File: config.mk
export PLATFORM = sky130hd
export DESIGN_NAME = pulse_pacer_flat
export DESIGN_NICKNAME = d
export VERILOG_FILES = /design/src/rtl/pulse_pacer_pkg.sv /design/src/rtl/pulse_pacer_if.sv /design/src/rtl/pulse_pacer_cnt.sv /design/src/rtl/pulse_pacer.sv /design/src/flat_wrapper.sv
export SDC_FILE = /design/constraint.sdc
export NUM_CORES = 1
export LEC_CHECK = 0
export ABC_CLOCK_PERIOD_IN_PS = 7500
export BUFFER_PORTS_ARGS = -buffer_cell sky130_fd_sc_hd__buf_2
export CAP_MARGIN = 0
export CORE_ASPECT_RATIO = 0.8
export CORE_MARGIN = 2
export CORE_UTILIZATION = 25
export CTS_CLUSTER_SIZE = 20
export DETAILED_ROUTE_END_ITERATION = 7
export GPL_TIMING_DRIVEN = 0
export PLACE_DENSITY = 0.42
export SLEW_MARGIN = 20
export SYNTH_ARGS = -nofsm -noshare
export SYNTH_HDL_FRONTEND = slang
export SYNTH_SLANG_ARGS = --single-unit
File: constraint.sdc
create_clock -name clk -period 7.5 [get_ports clk]
set_clock_uncertainty 0.05 [all_clocks]
set_input_delay 0.75 -clock clk [delete_from_list [all_inputs] [get_ports clk]]
set_output_delay 0.75 -clock clk [all_outputs]
set_load 0.01 [all_outputs]
File: src/rtl/pulse_pacer_pkg.sv
// Shared types and default parameters for the pulse_pacer block.
// Imported by the interface, the pending counter and the top.
package pulse_pacer_pkg;

    localparam int unsigned CNT_W_DEF      = 4;
    localparam int unsigned GAP_CYCLES_DEF = 8;

    typedef enum logic [1:0] {
        IDLE = 2'd0,
        FIRE = 2'd1,
        GAP  = 2'd2
    } state_e;

endpackage

File: src/rtl/pulse_pacer_if.sv
// Event/pulse bundle between the event source (master) and pulse_pacer (slave).
interface pulse_pacer_if
    import pulse_pacer_pkg::*;
#(
    parameter int unsigned CNT_W = CNT_W_DEF
);

    logic             event_in;
    logic             pulse_out;
    logic [CNT_W-1:0] pending;
    logic             busy;
    logic             ovf;

    modport master (output event_in, input pulse_out, pending, busy, ovf);
    modport slave  (input event_in, output pulse_out, pending, busy, ovf);

endinterface

File: src/rtl/pulse_pacer_cnt.sv
// Saturating up/down counter of accepted-but-unissued events.
// drop flags an increment lost because the counter is already full.
module pulse_pacer_cnt
    import pulse_pacer_pkg::*;
#(
    parameter int unsigned CNT_W = CNT_W_DEF
) (
    input  logic             clk,
    input  logic             rst,
    input  logic             inc,
    input  logic             dec,
    output logic [CNT_W-1:0] count,
    output logic             drop
);

    localparam logic [CNT_W-1:0] CNT_MAX = '1;

    logic [CNT_W-1:0] count_q;
    logic [CNT_W-1:0] count_d;

    // NOTE: every always_comb output gets a default first so no latch is inferred.
    always_comb begin
        count_d = count_q;
        drop    = 1'b0;
        // inc together with dec cancels out, so a full counter stays full without dropping.
        if (inc && !dec) begin
            if (count_q == CNT_MAX) begin
                drop = 1'b1;
            end else begin
                count_d = count_q + 1'b1;
            end
        end else if (dec && !inc && count_q != '0) begin
            count_d = count_q - 1'b1;
        end
    end

    // NOTE: sequential state uses non-blocking assignments only.
    always_ff @(posedge clk or posedge rst) begin
        if (rst) begin
            count_q <= '0;
        end else begin
            count_q <= count_d;
        end
    end

    assign count = count_q;

endmodule

File: src/rtl/pulse_pacer.sv
// Paces queued events into single-cycle pulses spaced GAP_CYCLES apart.
// Define PULSE_PACER_OVF_EN to build the sticky overflow flag; otherwise ovf is tied low.
module pulse_pacer
    import pulse_pacer_pkg::*;
#(
    parameter int unsigned CNT_W      = CNT_W_DEF,
    parameter int unsigned GAP_CYCLES = GAP_CYCLES_DEF
) (
    input  logic         clk,
    input  logic         rst,
    pulse_pacer_if.slave bus
);

    localparam int unsigned    GAP_W    = (GAP_CYCLES > 2) ? $clog2(GAP_CYCLES - 1) : 1;
    localparam logic [GAP_W-1:0] GAP_LOAD = GAP_W'(GAP_CYCLES - 2);

    state_e           state_q;
    logic [GAP_W-1:0] gap_q;
    logic             pulse_q;
    logic             busy_q;
    logic [CNT_W-1:0] pending;
    logic             drop;
    logic             fire_go;

    // Decision uses the registered count, giving the two-cycle event-to-pulse latency.
    assign fire_go = (pending != '0) &&
                     ((state_q == IDLE) || ((state_q == GAP) && (gap_q == '0)));

    pulse_pacer_cnt #(
        .CNT_W (CNT_W)
    ) u_cnt (
        .clk   (clk),
        .rst   (rst),
        .inc   (bus.event_in),
        .dec   (fire_go),
        .count (pending),
        .drop  (drop)
    );

    always_ff @(posedge clk or posedge rst) begin
        if (rst) begin
            state_q <= IDLE;
            gap_q   <= '0;
            pulse_q <= 1'b0;
            busy_q  <= 1'b0;
        end else begin
            case (state_q)
                IDLE: begin
                    if (fire_go) begin
                        state_q <= FIRE;
                        pulse_q <= 1'b1;
                        busy_q  <= 1'b1;
                    end
                end
                FIRE: begin
                    state_q <= GAP;
                    gap_q   <= GAP_LOAD;
                    pulse_q <= 1'b0;
                    busy_q  <= 1'b1;
                end
                GAP: begin
                    if (gap_q != '0) begin
                        gap_q <= gap_q - 1'b1;
                    end else if (fire_go) begin
                        state_q <= FIRE;
                        pulse_q <= 1'b1;
                    end else begin
                        state_q <= IDLE;
                        busy_q  <= 1'b0;
                    end
                end
                default: begin
                    state_q <= IDLE;
                    pulse_q <= 1'b0;
                    busy_q  <= 1'b0;
                end
            endcase
        end
    end

`ifdef PULSE_PACER_OVF_EN
    logic ovf_q;

    always_ff @(posedge clk or posedge rst) begin
        if (rst) begin
            ovf_q <= 1'b0;
        end else if (drop) begin
            ovf_q <= 1'b1;
        end
    end

    assign bus.ovf = ovf_q;
`else
    // Drop indication has no consumer in this build.
    logic drop_unused;
    assign drop_unused = drop;
    assign bus.ovf     = 1'b0;
`endif

    assign bus.pulse_out = pulse_q;
    assign bus.pending   = pending;
    assign bus.busy      = busy_q;

endmodule

File: src/flat_wrapper.sv
// flat-port wrapper written by rule: the top's interface ports become plain ports
module pulse_pacer_flat import pulse_pacer_pkg::*;
#(
    parameter int unsigned CNT_W      = CNT_W_DEF,
    parameter int unsigned GAP_CYCLES = GAP_CYCLES_DEF
)
  (clk, rst, bus_event_in, bus_pulse_out, bus_pending, bus_busy, bus_ovf);
  pulse_pacer_if #(.CNT_W(CNT_W)) bus_i ();
  input  logic clk;
  input  logic rst;
  input wire logic [$bits(bus_i.event_in)-1:0] bus_event_in;
  output wire logic [$bits(bus_i.pulse_out)-1:0] bus_pulse_out;
  output wire logic [$bits(bus_i.pending)-1:0] bus_pending;
  output wire logic [$bits(bus_i.busy)-1:0] bus_busy;
  output wire logic [$bits(bus_i.ovf)-1:0] bus_ovf;
  assign bus_i.event_in = bus_event_in;
  assign bus_pulse_out = bus_i.pulse_out;
  assign bus_pending = bus_i.pending;
  assign bus_busy = bus_i.busy;
  assign bus_ovf = bus_i.ovf;
  pulse_pacer #(.CNT_W(CNT_W), .GAP_CYCLES(GAP_CYCLES)) u_core (.clk(clk), .rst(rst), .bus(bus_i));
endmodule
==> results of run 1 <==
==> routing by layer <==
metal	vias to the layer above	part of all wire, %	GRT usage (%)
met3	4	4.8	4.63
met1	246	50	12.5
met2	9	44	14.0
met4	0	1.6	3.26
met5	-	0	0
li1	273	-	-
==> layout make-up <==
type / instances / area, sq um
Fill cell: 321 / 1910
Multi-Input combinational cell: 50 / 384
Sequential cell: 11 / 275
Tap cell: 38 / 47.5
Timing Repair Buffer: 8 / 40.0
Clock buffer: 4 / 26.3
Inverter: 7 / 26.3
Buffer: 3 / 16.3
==> metrics by stage <==
step,utilization (%),setup WS [ns],power (W)
global route,30.0,4.56,0.000411
global placement,29.0,4.81,0.000329
detailed placement,29.0,4.77,0.000334
floorplan,-,5.12,0.000281
CTS,30.0,4.76,0.000375
finish,30.0,4.80,0.000368
==> synthesized netlist by cell type, drive strengths merged <==
library cell	n
o21ai	4
dfrtp	11
nor2b	1
mux2i	3
a221oi	1
a211oi	2
clkbuf	1
a2bb2oi	1
a21oi	5
a31oi	1
nor4	1
nor3	2
nor2	2
nand2	5
o22ai	3
a22oi	2
and3	1
nand4	1
inv	7
and4	1
nand2b	2
conb	1
nand3	2
fa	1
buf	2
xnor2	3
nand3b	1
ha	4
==> worst max-delay path, cell delays in order, from the launching register on <==
cell and delay (ns):
dfrtp_1 0.39, inv_1 0.11, ha_1 0.24, nor2b_1 0.25, o21ai_0 0.21, o21ai_0 0.41
ha_1 0.35, a21oi_1 0.20, and3_1 0.17, mux2i_1 0.08, xnor2_1 0.14
==> cell usage in the layout (no fill, tap or decap), types with 3 or more instances in the layout <==
cell      netlist  layout
a21oi_1         5       5
buf_2           1       9
clkbuf_4        0       3
dfrtp_1        11      11
ha_1            4       4
inv_1           7       7
mux2i_1         3       3
nand2_1         5       5
o21ai_0         4       4
o22ai_1         3       3
xnor2_1         3       3
==> worst max path at each step <==
stage                    start                     to  slack (ns)  cells past startpoint
2_1_floorplan  u_core.gap_q[0]  u_core.u_cnt.count[3]        5.12                     10
3_3_place_gp   u_core.gap_q[0]  u_core.u_cnt.count[3]        4.81                     10
3_5_place_dp   u_core.gap_q[0]  u_core.u_cnt.count[3]        4.77                     10
4_1_cts        u_core.gap_q[0]  u_core.u_cnt.count[3]        4.76                     10
5_1_grt        u_core.gap_q[0]  u_core.u_cnt.count[3]        4.56                     10
6_report       u_core.gap_q[0]  u_core.u_cnt.count[3]        4.80                     10
==> cells by family after synthesis <==
| logic type | Yosys count |
|---|---|
| XOR/XNOR | 3 |
| AO/OA/AOI/OAI | 19 |
| multiplexers | 3 |
| other | 1 |
| adder cells (fa/ha/maj) | 5 |
| buffers and inverters | 10 |
| AND/OR/NAND/NOR | 19 |
| flip-flops | 11 |
==> registers in the layout (all words and copies together), names as in the netlist <==
register              count
u_core.u_cnt.count        4
u_core.gap_q              3
u_core.state_q            2
u_core.bus.busy           1
u_core.bus.pulse_out      1
==> power breakdown <==
| part | internal [W] | switching, W |
|---|---|---|
| Combinational | 0.0000951 | 0.000110 |
| Sequential | 0.0000878 | 0.0000346 |
| Clock | 0.0000206 | 0.0000198 |
| Total | 0.000203 | 0.000164 |
==> metrics.cfg, run 1 <==
[synth]
synth_top_family_by_area=compound AO/OA/AOI/OAI gates
synth_adder_area_share_pct=9.98
syn_avg_cell_area_sq_um=9.89
synth_compound_area_share_pct=18.5
syn_nets=79
synth-simple-area-share_pct=17.6
ys_types=31
synth_xor_area_share_pct=3.74
synth_top_area_share_pct=39.2
synthMuxAreaShare_pct=4.28
synth_area_sq_um=702
yosysWarnings=0
yosysTopAreaCell=dfrtp_1
seq_area_frac_synth_pct=39.2
ys_ff_latch=11
synth_area_leaders=dfrtp_1 (39%), ha_1 (7.1%), mux2i_1 (4.3%)
synth_cells=71

[power]
power_leakage_nw=0.360
power.density_nw_per_um2=451
ir_drop_uv=111

[run]
maxCapViolCount=0

[place]
place.gp.congestion=0.728
dp_hpwl_mm=1.04
detailed_place.area_sq_um=790
portBuffers=8
dp.cells=117

[clocking]
cts.hold.buffers_added=0
cts_tree=done
clock_sinks=11
postCtsSetupBuffers=0
htreeDepth=1
clock-root-buffer=clkbuf_4
cts_buffer_depth=2
ctsResizeCount=0
numCtsBuffers=3
clk_latency_ns=0.27
clkTransAtPathRegs_ns=0.07

[cells_and_area]
finalNetCount=92
antenna_cells=0
drive_above_1_share_pct=20.5
layout-area-overhead-vs-synth_pct=16.2
instances_no_fill=121
fin_area_sq_um=816

[timing]
timing.fmax_mhz=370
drv_slew=0
period_needed_ns=2.70
finalHoldViolCount=0
finalSetupViolations=0
period_share_pct=36.1
grt_setup_unrepaired=no
finalSetupTns_ns=0
whs_ns=0.405

[global_routing]
antenna_found_initial=0
grt_util_all_layers_pct=9.64
first_global_vias=501
grt_max_degree=12
grt_first_pass_wirelength_mm=2.32
gr-total-overflow=0

[route]
drtAntennaViolNets=0
routedWlPerCell_um=11.2
first_iter_violations=13
drtPass1Iterations=4
dr_total_vias=532
vias_per_cell=4.40
wl_mm=1.35
drc_errors=0

[worst_setup_path]
regToRegEndpoint=u_core.u_cnt.count[3]
reg2reg_depth=10
r2r_start=u_core.gap_q[0]
cp_max_fo=4
r2r_setup_slack_ns=4.80
critPathKind=reg2reg
worstPathRequired_ns=7.60
arrival_ns=2.81
end_kind=flop
start_kind=flop

[die]
start_util_pct=25.8
core_sq_um=2720
die_w_um=63.2
rows=17
fp.dieH_um=51.4
io_pins=10
die-area_sq_um=3250

[hold_path]
hp-class=in2async

[outcome]
status=finished clean

(Power assumes the default switching activity.)
==> run 2: changes to the inputs <==
ABC_CLOCK_PERIOD_IN_PS = 2590   (was 7500)
clock period = 2.59 ns   (was 7.5 ns; I/O delays follow)
==> run 2 against run 1 <==
Against the previous run:
- combinational power rose to 2.9 times the previous value
- sequential power rose to 2.9 times the previous value
- register-to-register slack got worse by 4.6 ns
- non-clock buffer count rose by 1
- flip-flop and latch count did not move
- power rose to 2.9 times the previous value
==> metrics.cfg, run 2 (same netlist as run 1, synthesis figures left out) <==
[cells_and_area]
fillers=320  ; was 321
largest_reg_flops=4  ; unchanged
final_common_cell=dfrtp_1  ; unchanged
antenna_cells=0  ; unchanged
instances_no_fill=122  ; was 121
final_cell_mix=dfrtp_1 (11), buf_2 (9), inv_1 (7)  ; unchanged
finalNetCount=93  ; was 92
layout-area-overhead-vs-synth_pct=18.5  ; was 16.2%
drive_above_1_share_pct=22.6  ; was 20.5%

[worst_setup_path]
worstPathRequired_ns=2.69  ; was 7.60 ns
cpPeakStageDelay_ns=0.36  ; was 0.41 ns
end_kind=flop  ; unchanged
r2r_setup_slack_ns=0.19  ; was 4.80 ns
cp_max_fo=4  ; unchanged
cpMostUsedCell=ha_1
r2r_start=u_core.gap_q[0]  ; unchanged
start_kind=flop  ; unchanged
cp_cell_sequence=inv_1, ha_1, nor2b_2, o21ai_1, o21ai_2, ha_1, nand3_1, a211oi_1, mux2i_1, xnor2_1  ; was inv_1, ha_1, nor2b_1, o21ai_0, o21ai_0, ha_1, a21oi_1, and3_1, mux2i_1, xnor2_1
startpoint=u_core.gap_q[0]  ; unchanged
critPathKind=reg2reg  ; unchanged
regToRegEndpoint=u_core.u_cnt.count[3]  ; unchanged
crit_slowest_cell=dfrtp_1  ; was o21ai_0
reg2reg_depth=10  ; unchanged
arrival_ns=2.51  ; was 2.81 ns

[route]
routedWlPerCell_um=11.2  ; about the same
dr_total_vias=540  ; was 532
first_iter_violations=13  ; unchanged
wl_met1_um=663  ; was 675 um
route.met2.wl_um=624  ; was 588 um
highest_layer=met4  ; unchanged
drtAntennaViolNets=0  ; unchanged
vias_per_cell=4.43  ; was 4.40
met3_length_um=64  ; was 65 um
drc_errors=0  ; unchanged
drtPass1Iterations=4  ; unchanged
wl_mm=1.37  ; was 1.35 mm

[clocking]
clkTransAtPathRegs_ns=0.07  ; about the same
clock-root-buffer=clkbuf_4  ; unchanged
htreeDepth=1  ; unchanged
numCtsBuffers=3  ; unchanged
cts_tree=done  ; unchanged
clock_sinks=11  ; unchanged
cts_buffer_depth=2  ; unchanged
clk_latency_ns=0.27  ; about the same

[global_routing]
grt_util_all_layers_pct=9.64  ; unchanged
grt_first_pass_wirelength_mm=2.32  ; unchanged
first_global_vias=501  ; unchanged
gr-total-overflow=0  ; unchanged
antenna_found_initial=0  ; unchanged
grt_max_degree=12  ; unchanged

[die]
io_pins=10  ; unchanged
core_sq_um=2720  ; unchanged
die_w_um=63.2  ; unchanged
start_util_pct=25.8  ; unchanged
die-area_sq_um=3250  ; unchanged
fp.dieH_um=51.4  ; unchanged
rows=17  ; unchanged

[timing]
finalSetupTns_ns=0  ; unchanged
whs_ns=0.238  ; was 0.405 ns
period_share_pct=92.8  ; was 36.1%
period_needed_ns=2.40  ; was 2.70 ns
drv_slew=0  ; unchanged
grt_setup_unrepaired=no  ; unchanged
finalSetupViolations=0  ; unchanged
finalHoldViolCount=0  ; unchanged
timing.fmax_mhz=416  ; was 370 MHz

[hold_path]
hold_end=u_core.u_cnt.count[1]
hold_start=bus_event_in
whs_path_depth=2
hp-class=in2reg  ; was in2async

[power]
power_switching_share_pct=44.7  ; about the same
p_comb_share_pct=56.0  ; was 55.8%
power_leakage_nw=0.366  ; was 0.360 nW
power.density_nw_per_um2=1290  ; was 451 nW/um^2
p_clk_share_pct=10.9  ; was 11.0%
p_sw_w=0.000481  ; was 0.000164 W
intPower_w=0.000594  ; was 0.000203 W
power_frac_seq_pct=33.1  ; was 33.3%
ir_drop_uv=309  ; was 111 uV

[run]
maxCapViolCount=0  ; unchanged

[place]
portBuffers=8  ; unchanged
place.gp.congestion=0.728  ; unchanged
dp.cells=117  ; unchanged
dp_hpwl_mm=1.04  ; unchanged

[outcome]
status=finished clean  ; unchanged

## run 2: area by class of cell
cell class | count | area [sq um] | share of cell area (%)
multi-input combinational | 50 | 390 | 46.9
sequential | 11 | 275 | 33.1
timing repair buffer | 9 | 50.0 | 6.02
tap | 38 | 47.5 | 5.71
clock buffer | 4 | 26.3 | 3.16
inverter | 7 | 26.3 | 3.16
buffer | 3 | 16.3 | 1.95
## run 2: power by group through the flow
stage | clock, W | sequential [W] | combinational, W
after CTS | 0.000122 | 0.000358 | 0.000609
after floorplan | 0 | 0.000364 | 0.000449
after detailed placement | 0 | 0.000362 | 0.000604
after global routing | 0.000135 | 0.000373 | 0.000693
after global placement | 0 | 0.000360 | 0.000594
final | 0.000117 | 0.000356 | 0.000602
## run 2: per-layer routing
layer | track usage [%] | up-vias
met5 | 0 | -
met4 | 3.26 | 0
met3 | 4.63 | 2
met2 | 14.0 | 10
met1 | 12.5 | 251
li1 | - | 277
## run 2: what timing repair did
| item | 4_1_cts | 5_1_grt |
|---|---|---|
| hold buffers | 1 | 0 |
| gates resized for setup | 2 | 2 |
| endpoints found under the setup margin | 2 | 2 |
| hold endpoints to repair | 11 | 0 |
| buffers inserted | 0 | 0 |
| pin swaps | 0 | 0 |
## run 2: through the flow
step                total power, W  setup slack (ns)  instance area (sq um)  utilization, %
detailed placement        0.000966            -0.137                    790            29.0
global route               0.00120            0.0135                    832            30.6
finish                     0.00107             0.186                    832            30.6
CTS                        0.00109            0.0436                    826            30.3
global placement          0.000953            -0.105                    790            29.0
floorplan                 0.000812             0.210                    702               -
## run 2: worst max-delay path by stage
stage                     cells after the start                    end  slack, ns
after global routing                         10  u_core.u_cnt.count[3]       0.01
final                                        10  u_core.u_cnt.count[3]       0.19
after global placement                       10  u_core.u_cnt.count[3]      -0.10
after detailed placement                     10  u_core.u_cnt.count[3]      -0.14
after CTS                                    10  u_core.u_cnt.count[3]       0.04
after floorplan                              10  u_core.u_cnt.count[3]       0.21
## run 2: worst max-delay path, delay by kind of cell, from the launching register on
family	cells	cell delay [ns]
compound gates	3	0.66
xor+xnor	1	0.14
fa+ha+maj	2	0.60
buf+inv	1	0.08
flops	1	0.36
mux	1	0.12
simple gates	2	0.29
==> run 3: changes to the inputs <==
PLACE_DENSITY = 0.39   (was 0.42)
==> run 3 against run 2 <==
Against the previous run:
- wire length decreased by 4.4%
- die area unchanged
- sequential share of layout area decreased by 0.15 points
- largest cell class unchanged
- largest power group unchanged
- highest routed layer is now met3
==> metrics.cfg, run 3 (same netlist as run 1, synthesis figures left out) <==
[power]
ir_drop_uv=425  ; was 309 uV
power.density_nw_per_um2=1290  ; about the same
power_leakage_nw=0.367  ; was 0.366 nW
p_total_w=0.00108  ; was 0.00107 W

[place]
dp_hpwl_mm=1.02  ; was 1.04 mm
place.gp.congestion=0.756  ; was 0.728
portBuffers=8  ; unchanged

[cells_and_area]
largest_reg_flops=4  ; unchanged
fillers=310  ; was 320
area.sequential_sq_um=275  ; unchanged
finalNetCount=93  ; unchanged
multi_input_area_sq_um=394  ; was 390 sq um
antenna_cells=0  ; unchanged
drive_above_1_share_pct=23.8  ; was 22.6%
fin_util_pct=30.7  ; was 30.6%
final_common_cell=dfrtp_1  ; unchanged
final_cell_mix=dfrtp_1 (11), buf_2 (9), inv_1 (7)  ; unchanged
layout-area-overhead-vs-synth_pct=19.1  ; was 18.5%

[clocking]
numCtsBuffers=3  ; unchanged
clock-root-buffer=clkbuf_4  ; unchanged
htreeDepth=1  ; unchanged
clk_latency_ns=0.26  ; was 0.27 ns
cts_tree=done  ; unchanged
cts_buffer_depth=2  ; unchanged
clock_sinks=11  ; unchanged
clkTransAtPathRegs_ns=0.07  ; about the same
postCtsSetupBuffers=0  ; unchanged

[global_routing]
antenna_found_initial=0  ; unchanged
grt_max_degree=12  ; unchanged
grt_util_all_layers_pct=10.0  ; was 9.64%
first_global_vias=517  ; was 501
grt_first_pass_wirelength_mm=2.45  ; was 2.32 mm
gr-total-overflow=0  ; unchanged

[timing]
drv_slew=0  ; unchanged
timing.fmax_mhz=426  ; was 416 MHz
finalHoldViolCount=0  ; unchanged
grt_setup_unrepaired=no  ; unchanged
finalSetupTns_ns=0  ; unchanged
whs_ns=0.250  ; was 0.238 ns
finalSetupViolations=0  ; unchanged
period_share_pct=90.6  ; was 92.8%
period_needed_ns=2.35  ; was 2.40 ns

[worst_setup_path]
cpPeakStageDelay_ns=0.39  ; was 0.36 ns
worst-path-stages=10  ; unchanged
r2r_setup_slack_ns=0.24  ; was 0.19 ns
cp_cell_sequence=inv_1, ha_1, nor2b_2, o21ai_2, o21ai_2, ha_1, a21oi_1, and3_1, mux2i_1, xnor2_1  ; was inv_1, ha_1, nor2b_2, o21ai_1, o21ai_2, ha_1, nand3_1, a211oi_1, mux2i_1, xnor2_1
regToRegEndpoint=u_core.u_cnt.count[3]  ; unchanged
critPathKind=reg2reg  ; unchanged
startpoint=u_core.gap_q[0]  ; unchanged
crit_buf_inv=1  ; unchanged
reg2reg_depth=10  ; unchanged
arrival_ns=2.45  ; was 2.51 ns
crit_slowest_cell=dfrtp_1  ; unchanged
worstPathRequired_ns=2.69  ; about the same
crit_family=adder cells  ; was compound AO/OA/AOI/OAI gates
crit_path_end=u_core.u_cnt.count[3]  ; unchanged
r2r_start=u_core.gap_q[0]  ; unchanged
cp_max_fo=4  ; unchanged
start_kind=flop  ; unchanged
end_kind=flop  ; unchanged

[route]
wl_mm=1.31  ; was 1.37 mm
first_iter_violations=12  ; was 13
dr_total_vias=524  ; was 540
drc_errors=0  ; unchanged
drtAntennaViolNets=0  ; unchanged
drtPass1Iterations=4  ; unchanged
vias_per_cell=4.30  ; was 4.43
routedWlPerCell_um=10.7  ; was 11.2 um

[run]
maxCapViolCount=0  ; unchanged

[outcome]
status=finished clean  ; unchanged

[die]
core_sq_um=2720  ; unchanged
die-area_sq_um=3250  ; unchanged
rows=17  ; unchanged
start_util_pct=25.8  ; unchanged
die_w_um=63.2  ; unchanged
io_pins=10  ; unchanged
fp.dieH_um=51.4  ; unchanged

[hold_path]
hp-class=in2reg  ; unchanged

-- run 3: cell types whose count changed in the layout (fill, tap and decap cells not counted) --
cell / before / now
o21ai_1: 1 / 0
o21ai_2: 1 / 2
-- run 3: final cells by class --
class | count | area share [%]
flip-flops and latches | 11 | 32.9
plain buffers | 3 | 1.95
well taps | 38 | 5.69
multi-input cells | 50 | 47.2
inverters | 7 | 3.14
clock buffers | 4 | 3.14
repair buffers | 9 | 5.99
-- run 3: how the worst min path moves through the flow --
stage                             from  depth (start not counted)  slack [ns]               endpoint
final                     bus_event_in                          2        0.25  u_core.u_cnt.count[1]
after global routing      bus_event_in                          2        0.25  u_core.u_cnt.count[1]
after CTS                 bus_event_in                          2        0.22  u_core.u_cnt.count[1]
after detailed placement           rst                          2        0.23   u_core.bus.pulse_out
after global placement             rst                          2        0.23   u_core.bus.pulse_out
after floorplan                    rst                          1        0.06        u_core.bus.busy
-- run 3: through the flow --
stage	cells	area, sq um	worst slack [ns]
2_1_floorplan	71	702	0.210
4_1_cts	122	826	0.0498
6_report	122	836	0.244
3_3_place_gp	117	790	-0.122
3_5_place_dp	117	790	-0.124
5_1_grt	122	836	0.00930
-- run 3: where the power goes --
| group | switching, W | internal, W | total, W |
|---|---|---|---|
| clock network | 0.0000553 | 0.0000596 | 0.000115 |
| logic | 0.000320 | 0.000282 | 0.000602 |
| registers | 0.000104 | 0.000254 | 0.000358 |
-- run 3: what timing repair did --
item,in CTS,in global routing
setup endpoints to repair,2,2
hold buffers,1,0
pin swaps,0,0
gates resized for setup,2,3
hold endpoints to repair,11,0
-- run 3: worst reg2reg max path: cells and delay by family (launching register included) --
kind	cells	cell delay, ns
compound gates	3	0.51
xor+xnor	1	0.15
fa+ha+maj	2	0.54
buf+inv	1	0.10
flops	1	0.39
mux	1	0.09
simple gates	2	0.41
-- run 3: layer usage --
layer	share of wire, %	routed length (um)	global-route usage, %
met5	0	0	0
met4	0	0	1.09
met3	4.4	57	4.63
met2	40	529	13.7
met1	55	722	14.7
